--- src/rtl/apb_master_pipe.sv ---
// APB4 master: one APB transfer per accepted command, response returned over a
// valid/ready channel, with an optional bounded wait on PREADY.
module apb_master_pipe #(
  parameter int ADDR_WIDTH = 32,
  parameter int DATA_WIDTH = 32,
  parameter int TIMEOUT    = 16
) (
  input  logic                    clk,
  input  logic                    reset,
  // command channel
  input  logic                    cmd_valid,
  output logic                    cmd_ready,
  input  logic                    cmd_write,
  input  logic [ADDR_WIDTH-1:0]   cmd_addr,
  input  logic [DATA_WIDTH-1:0]   cmd_wdata,
  input  logic [DATA_WIDTH/8-1:0] cmd_strb,
  // response channel
  output logic                    rsp_valid,
  input  logic                    rsp_ready,
  output logic [DATA_WIDTH-1:0]   rsp_rdata,
  output logic                    rsp_err,
  output logic                    rsp_timeout,
  // APB
  output logic [ADDR_WIDTH-1:0]   paddr,
  output logic                    psel,
  output logic                    penable,
  output logic                    pwrite,
  output logic [DATA_WIDTH-1:0]   pwdata,
  output logic [DATA_WIDTH/8-1:0] pstrb,
  input  logic [DATA_WIDTH-1:0]   prdata,
  input  logic                    pready,
  input  logic                    pslverr
);

  typedef enum logic [1:0] {IDLE, SETUP, ACCESS, RESP} state_t;

  localparam bit        TO_EN   = (TIMEOUT != 0);
  localparam logic [7:0] TO_LAST = 8'(TIMEOUT - 1);

  state_t     state;
  logic [7:0] wait_cnt;

  // Held low while reset is asserted so the command side never sees a ready
  // from a master that is being cleared.
  assign cmd_ready = (state == IDLE) && !reset;

  // NOTE: every register here is state, so all assignments are non-blocking;
  // a blocking assignment would let later statements see the new value early.
  always_ff @(posedge clk or posedge reset) begin
    if (reset) begin
      state       <= IDLE;
      wait_cnt    <= '0;
      paddr       <= '0;
      psel        <= 1'b0;
      penable     <= 1'b0;
      pwrite      <= 1'b0;
      pwdata      <= '0;
      pstrb       <= '0;
      rsp_valid   <= 1'b0;
      rsp_rdata   <= '0;
      rsp_err     <= 1'b0;
      rsp_timeout <= 1'b0;
    end else begin
      case (state)
        IDLE: begin
          if (cmd_valid) begin
            paddr   <= cmd_addr;
            pwrite  <= cmd_write;
            pwdata  <= cmd_wdata;
            pstrb   <= cmd_write ? cmd_strb : '0;
            psel    <= 1'b1;
            penable <= 1'b0;
            state   <= SETUP;
          end
        end
        SETUP: begin
          penable  <= 1'b1;
          wait_cnt <= '0;
          state    <= ACCESS;
        end
        ACCESS: begin
          // pready is tested first so a completion on the last allowed cycle
          // beats the timeout.
          if (pready) begin
            rsp_rdata   <= (!pwrite && !pslverr) ? prdata : '0;
            rsp_err     <= pslverr;
            rsp_timeout <= 1'b0;
            psel        <= 1'b0;
            penable     <= 1'b0;
            rsp_valid   <= 1'b1;
            state       <= RESP;
          end else if (TO_EN && (wait_cnt == TO_LAST)) begin
            rsp_rdata   <= '0;
            rsp_err     <= 1'b1;
            rsp_timeout <= 1'b1;
            psel        <= 1'b0;
            penable     <= 1'b0;
            rsp_valid   <= 1'b1;
            state       <= RESP;
          end else begin
            wait_cnt <= wait_cnt + 8'd1;
          end
        end
        RESP: begin
          if (rsp_ready) begin
            rsp_valid   <= 1'b0;
            rsp_err     <= 1'b0;
            rsp_timeout <= 1'b0;
            state       <= IDLE;
          end
        end
        default: state <= IDLE;
      endcase
    end
  end

endmodule

--- config.mk ---
export PLATFORM = sky130hd
export DESIGN_NAME = apb_master_pipe
export DESIGN_NICKNAME = d
export VERILOG_FILES = /design/src/rtl/apb_master_pipe.sv
export SDC_FILE = /design/constraint.sdc
export NUM_CORES = 1
export LEC_CHECK = 0
export ABC_AREA = 1
export CAP_MARGIN = 10
export CORE_AREA = 5 5 144 146
export CTS_CLUSTER_DIAMETER = 50
export DETAILED_ROUTE_END_ITERATION = 6
export DIE_AREA = 0 0 149 151
export GPL_TIMING_DRIVEN = 0
export PLACE_DENSITY = 0.56
export SLEW_MARGIN = 20
export SYNTH_ARGS = -nofsm -noshare
export SYNTH_HDL_FRONTEND = slang
export SYNTH_SLANG_ARGS = --single-unit
export TNS_END_PERCENT = 50
--- constraint.sdc ---
create_clock -name clk -period 9.61 [get_ports clk]
set_input_delay 1.922 -clock clk [delete_from_list [all_inputs] [get_ports clk]]
set_output_delay 1.922 -clock clk [all_outputs]
set_load 0.02 [all_outputs]
==> results of run 1 <==
## per-stage QoR
stage                     setup slack [ns]  area, um^2  utilization (%)  hold WS (ns)  power [mW]
after floorplan                       4.62        4740                -         0.489        1.32
after global placement                2.36        7210             37.4         0.460        1.86
after detailed placement              4.49        7240             37.6         0.464        1.87
after CTS                             4.48        7820             40.6         0.480        2.50
after global routing                  4.44        7820             40.6         0.497        2.62
final                                 4.50        7820             40.6         0.475        2.46
## cell type report
class / count / area, um^2 / share of cell area (%)
flip-flops and latches: 116 / 2900 / 37.1
clock inverters: 15 / 146 / 1.87
clock buffers: 17 / 425 / 5.44
repair buffers: 214 / 2160 / 27.6
well taps: 265 / 332 / 4.24
multi-input cells: 360 / 1540 / 19.7
inverters: 49 / 191 / 2.45
plain buffers: 22 / 115 / 1.47
## per-layer routing
| layer | wire [um] | vias to the layer above | global-route usage [%] |
|---|---|---|---|
| li1 | - | 2138 | - |
| met1 | 6410 | 1941 | 16.1 |
| met2 | 7030 | 111 | 20.9 |
| met3 | 996 | 17 | 5.18 |
| met4 | 263 | 0 | 4.49 |
| met5 | 0 | - | 0 |
## power breakdown
| group | internal (mW) | switching, mW | leakage [nW] | total, mW |
|---|---|---|---|---|
| combinational | 0.475 | 0.589 | 2.01 | 1.06 |
| sequential | 0.679 | 0.103 | 1.49 | 0.782 |
| clock | 0.361 | 0.252 | 0.264 | 0.613 |
| total | 1.52 | 0.943 | 3.76 | 2.46 |
## cell families after synthesis
| family | count (synthesis) | synth area share, % |
|---|---|---|
| and+or+nand+nor | 303 | 25.2 |
| DFF | 116 | 61.2 |
| buffers and inverters | 71 | 6.30 |
| AOI/OAI and AO/OA | 49 | 5.33 |
| adders and majority gates | 6 | 1.58 |
| xor gates and xnor gates | 2 | 0.369 |
## final timing paths
check | from | to | slack (ns) | depth (start not counted)
max | reset | cmd_ready | 4.50 | 3
min | paddr[9] | paddr[9] | 0.48 | 2
max reg2reg | state[1] | paddr[1] | 7.71 | 8
min reg2reg | paddr[9] | paddr[9] | 0.48 | 2
max in group asynchronous | reset | rsp_rdata[10] | 6.97 | 3
min in group asynchronous | reset | psel | 1.93 | 2
## flip-flops by register name, indices dropped and copies added (netlist names), 2 cells and up
register and cells:
pwdata 32, state 2, rsp_rdata 32, pstrb 4, paddr 32, wait_cnt 8
## cells in the mapped netlist
master,count
a21oi_1,2
a31oi_1,1
buf_1,4
buf_2,2
buf_6,4
clkbuf_1,12
dfrtp_1,116
ha_1,6
inv_1,48
inv_2,1
nand2_1,267
nand2_2,3
nand3_1,11
nand3_2,3
nand4_1,3
nor2_1,12
nor2_4,1
nor3_1,2
o21ai_0,10
o21ai_1,34
o21ai_2,1
o21bai_1,1
or2_2,1
xnor2_1,1
xor2_1,1
## worst reg2reg max path: stages (launching register included)
cell and delay, ns:
dfrtp_1 0.42, inv_1 0.11, ha_1 0.18, nand2_1 0.08, inv_1 0.15, buf_2 0.28
buf_1 0.43, nand2_1 0.12, nand2_1 0.08
==> impl_metrics.sql, run 1 <==
INSERT INTO impl_metrics (metric_group, metric, value, unit) VALUES
('status', 'result_of_the_run', 'completed', ''),
('worst_setup_path', 'cp-end-kind', 'output pin', ''),
('worst_setup_path', 'crit_top_cell', 'clkdlybuf4s50_1', ''),
('synthesis', 'ys.warnings.count', '0', ''),
('timing', 'maxClockFrequency', '196', 'MHz'),
('finish', 'commonest_cells_after_routing_fill_and_taps_aside', '267 x nand2_1, 213 x clkdlybuf4s50_1, 116 x dfrtp_1', ''),
('clock_tree', 'cts-htree-levels', '4', ''),
('timing', 'clock_skew', '0.00726', 'ns'),
('timing', 'max_slew_headroom', '65.9', '%'),
('worst_setup_path', 'worst_path_largest_cell_delay', '0.61', 'ns'),
('worst_setup_path', 'buffers_and_inverters_on_the_worst_path', '2', ''),
('floorplan', 'die_width', '149', 'um'),
('worst_setup_path', 'cpLargestDelayFamily', 'buffers and inverters', ''),
('power_and_ir_drop', 'max-vdd-ir-drop', '0.000132', 'V'),
('worst_setup_path', 'critPathKind', 'in -> out', ''),
('placement', 'dp_cells', '1026', ''),
('clock_tree', 'tritoncts_num_sinks', '116', ''),
('timing', 'fin_crit_sh', '53.2', '%'),
('finish', 'post_route_cells_drive_above_1_share', '6.31', '%'),
('synthesis', 'synth_cell_type_count', '25', ''),
('synthesis', 'synthesis.instances', '547', ''),
('clock_tree', 'cts_buffer_depth', '2', ''),
('floorplan', 'floorplan.rows', '51', ''),
('clock_tree', 'cts_inserted_buffers', '17', ''),
('synthesis', 'synth_top_cells_by_area', 'dfrtp_1 61%, nand2_1 21%, inv_1 3.8%', ''),
('drt', 'routedWlPerCell', '13.9', 'um'),
('global_route', 'grt_first_pass_wirelength', '22800', 'um'),
('floorplan', 'core-area', '19300', 'um^2'),
('power_and_ir_drop', 'cellPowerDensity', '315', 'nW/um^2'),
('synthesis', 'syn_area', '4740', 'um^2'),
('timing', 'setup_repair_after_global_routing_missed_its_margin', 'no', ''),
('worst_setup_path', 'cp_slowest_cell', 'clkdlybuf4s50_1', ''),
('finish', 'layout.cells.most_common', 'nand2_1', ''),
('drt', 'dr.pass1.iters', '4', ''),
('synthesis', 'syn_area_per_cell', '8.67', 'um^2'),
('worst_setup_path', 'critPathRequiredTime', '7.69', 'ns'),
('finish', 'final-instance-count-excl-fill', '1058', ''),
('finish', 'n_antenna_cell', '0', ''),
('worst_setup_path', 'start_kind', 'primary input', ''),
('timing', 'drv_slew', '0', ''),
('placement', 'port_buffers', '213', ''),
('floorplan', 'die-height', '151', 'um'),
('global_route', 'track_usage', '13.0', '%'),
('clock_tree', 'clockRootBuffer', 'clkbuf_16', ''),
('floorplan', 'boundaryPins', '214', ''),
('synthesis', 'area_leader_netlist', 'dfrtp_1', ''),
('global_route', 'antenna_found_initial', '0', ''),
('clock_tree', 'post_cts_buffers', '0', ''),
('drt', 'viasPerCell', '3.98', ''),
('clock_tree', 'cts_tree', 'done', ''),
('drt', 'antenna_viol_nets_final', '0', ''),
('floorplan', 'full_die_area', '22500', 'um^2'),
('run', 'max_cap_violations', '0', ''),
('global_route', 'grt_pass1_vias', '4106', ''),
('floorplan', 'floorplan.initialDensity', '24.6', '%'),
('worst_setup_path', 'cp_cell_sequence', 'clkdlybuf4s50_1 -> nor2_1 -> clkdlybuf4s50_1', ''),
('worst_setup_path', 'critPathArrivalTime', '3.19', 'ns'),
('timing', 'finalSetupViolCount', '0', ''),
('clock_tree', 'insertion_delay', '0.41', 'ns'),
('global_route', 'global_route.overflow_total', '0', ''),
('synthesis', 'synth_top_area_share', '61.2', '%'),
('synthesis', 'postSynthNetCount', '660', ''),
('clock_tree', 'post_cts.resized_instances', '0', ''),
('synthesis', 'synth_seq_cells', '116', ''),
('placement', 'sum_of_net_half_perimeters_after_detailed_placement', '10700', 'um'),
('synthesis', 'synth.yosys.seq_area_share', '61.2', '%'),
('finish', 'fill_cell_instance_count_of_the_final_layout', '1985', ''),
('power_and_ir_drop', 'power.static_leakage', '3.76', 'nW'),
('finish', 'final_nets', '893', ''),
('clock_tree', 'clkTransAtPathRegs', '0.06', 'ns'),
('hold_path', 'min-delay-path-class', 'reg -> reg', '');
No activity file was read; power rests on OpenSTA's default activity.
==> run 2, diff against run 1 <==
- clock period: 9.61 -> 4.8 ns (I/O delays scaled with it)
==> results of run 2 <==
Same layout as run 1 (identical final DEF). Status: completed.
Main changes from that run: setup slack after placement 4.49 ns -> 1.60 ns; setup slack after layout 4.50 ns -> 1.61 ns; register-to-register setup slack 7.71 ns -> 2.90 ns; total power 2.46 mW -> 4.92 mW; worst IR drop on VDD 0.000132 V -> 0.000265 V
==> run 3, diff against run 2 <==
- clock period: 4.8 -> 3.09 ns (I/O delays scaled with it)
==> impl_metrics.sql, run 3 (synthesis gave the netlist of run 1 again) <==
INSERT INTO impl_metrics (metric_group, metric, value, unit) VALUES
('finish', 'n_antenna_cell', '0', ''),
('clock_tree', 'cts_hold_buf', '0', ''),
('finish', 'reg_top3', 'paddr x32, pwdata x32, rsp_rdata x32', ''),
('drt', 'detailedRoute.firstIterationViolations', '213', ''),
('timing', 'finalHoldViolations', '0', ''),
('drt', 'drc_errors', '0', ''),
('clock_tree', 'cts_inserted_buffers', '17', ''),
('global_route', 'global_route.overflow_total', '0', ''),
('clock_tree', 'clkTransAtPathRegs', '0.05', 'ns'),
('status', 'result_of_the_run', 'completed', ''),
('timing', 'maxClockFrequency', '401', 'MHz'),
('floorplan', 'floorplan.rows', '51', ''),
('clock_tree', 'cts_buffer_depth', '2', ''),
('floorplan', 'die-height', '151', 'um'),
('timing', 'fin_crit_sh', '80.7', '%'),
('worst_setup_path', 'cp-end-kind', 'output pin', ''),
('power_and_ir_drop', 'max-vdd-ir-drop', '0.000365', 'V'),
('finish', 'layout.cells.most_common', 'nand2_1', ''),
('clock_tree', 'tritoncts_num_sinks', '116', ''),
('clock_tree', 'cts-htree-levels', '4', ''),
('finish', 'final-seq-area', '2900', 'um^2'),
('floorplan', 'full_die_area', '22500', 'um^2'),
('global_route', 'grt_start_max_net_pins', '30', ''),
('placement', 'port_buffers', '213', ''),
('placement', 'place.gp.congestion', '0.742', ''),
('worst_setup_path', 'start_kind', 'register', ''),
('floorplan', 'core-area', '19300', 'um^2'),
('finish', 'end_of_flow_core_utilization', '40.8', '%'),
('global_route', 'grt_first_pass_wirelength', '22500', 'um'),
('floorplan', 'boundaryPins', '214', ''),
('global_route', 'antenna_found_initial', '0', ''),
('drt', 'dr.pass1.iters', '4', ''),
('drt', 'route.final.wire_length', '14400', 'um'),
('placement', 'sum_of_net_half_perimeters_after_detailed_placement', '10900', 'um'),
('hold_path', 'min-delay-path-class', 'reg -> reg', ''),
('worst_setup_path', 'critPathKind', 'reg -> out', ''),
('worst_setup_path', 'critPathArrivalTime', '1.88', 'ns'),
('global_route', 'grt_pass1_vias', '4093', ''),
('timing', 'clock_period_minus_worst_slack', '2.49', 'ns'),
('timing', 'clock_skew', '0.00904', 'ns'),
('clock_tree', 'clockRootBuffer', 'clkbuf_16', ''),
('finish', 'layout_overhead_on_the_synthesized_area', '65.7', '%'),
('drt', 'via_count', '4194', ''),
('clock_tree', 'post_cts_buffers', '0', ''),
('worst_setup_path', 'crit_fanout', '4', ''),
('timing', 'max_slew_headroom', '65.5', '%'),
('worst_setup_path', 'timing.reg2reg.setup_slack', '1.37', 'ns'),
('floorplan', 'die_width', '149', 'um'),
('clock_tree', 'cts_tree', 'done', ''),
('timing', 'drv_slew', '0', ''),
('power_and_ir_drop', 'power.static_leakage', '3.79', 'nW'),
('run', 'max_cap_violations', '0', ''),
('worst_setup_path', 'critPathRequiredTime', '2.47', 'ns'),
('timing', 'setup_repair_after_global_routing_missed_its_margin', 'no', ''),
('timing', 'finalSetupViolCount', '0', ''),
('timing', 'timing.final.ws_setup', '0.596', 'ns'),
('floorplan', 'floorplan.initialDensity', '24.6', '%'),
('placement', 'post-place-ws', '0.646', 'ns'),
('finish', 'commonest_cells_after_routing_fill_and_taps_aside', '267 x nand2_1, 213 x clkdlybuf4s50_1, 116 x dfrtp_1', ''),
('finish', 'multi_input_comb_area', '1540', 'um^2'),
('power_and_ir_drop', 'cellPowerDensity', '971', 'nW/um^2'),
('clock_tree', 'post_cts.resized_instances', '0', ''),
('finish', 'final_nets', '896', ''),
('drt', 'antenna_viol_nets_final', '0', ''),
('drt', 'viasPerCell', '3.95', ''),
('clock_tree', 'insertion_delay', '0.41', 'ns'),
('power_and_ir_drop', 'total_power', '7.64', 'mW'),
('finish', 'post_route_cells_drive_above_1_share', '6.41', '%'),
('timing', 'tightestPinTransition', '0.516', 'ns'),
('finish', 'fill_cell_instance_count_of_the_final_layout', '1968', ''),
('drt', 'routedWlPerCell', '13.6', 'um'),
('global_route', 'track_usage', '12.9', '%');
[run 3: cell types whose count changed in the layout (fill, tap and decap cells not counted), moves of 2 or more]
cell        before  now
buf_12           0    4
inv_6            6    1
clkinv_2         0    5
clkinvlp_4       5    3
clkbuf_1        12   14
[run 3: stage by stage]
| step | instance area, um^2 | setup TNS [ns] | cells | hold slack, ns |
|---|---|---|---|---|
| 2_1_floorplan | 4750 | 0 | 547 | 0.489 |
| 3_3_place_gp | 7210 | -36.17 | 1025 | 0.461 |
| 3_5_place_dp | 7290 | 0 | 1029 | 0.459 |
| 4_1_cts | 7860 | 0 | 1061 | 0.470 |
| 5_1_grt | 7860 | 0 | 1061 | 0.498 |
| 6_report | 7860 | 0 | 1061 | 0.465 |
[run 3: worst paths after layout]
kind,start,endpoint,cells past startpoint
setup / recovery,state[0],cmd_ready,5
hold / removal,penable,penable,2
max in group asynchronous,reset,paddr[23],3
setup reg to reg,state[0],pstrb[0],6
min in group asynchronous,reset,wait_cnt[1],2
hold reg to reg,penable,penable,2
[run 3: power by group]
part	switching (mW)	total, mW	internal [mW]
clock	0.721	1.90	1.18
combinational	1.82	3.30	1.48
sequential	0.319	2.43	2.11
[run 3: critical path: stages (launching register included)]
cell and delay, ns:
dfrtp_1 0.40, inv_1 0.11, ha_1 0.17, inv_1 0.08, nor2_1 0.09, clkdlybuf4s50_1 0.61
[run 3: cell type report]
cell class	instances	share of cell area, %
Clock buffer	19	5.51
Tap cell	265	4.22
Sequential cell	116	36.9
Inverter	49	2.39
Multi-Input combinational cell	360	19.6
Timing Repair Buffer	217	28.1
Clock inverter	13	1.72
Buffer	22	1.46
[run 3: routing by layer]
| layer | vias to the layer above | wire length (um) | global-route usage [%] |
|---|---|---|---|
| li1 | 2145 | - | - |
| met1 | 1903 | 6180 | 16.0 |
| met2 | 120 | 6930 | 20.6 |
| met3 | 26 | 859 | 4.07 |
| met4 | 0 | 465 | 6.22 |
| met5 | - | 0 | 0 |
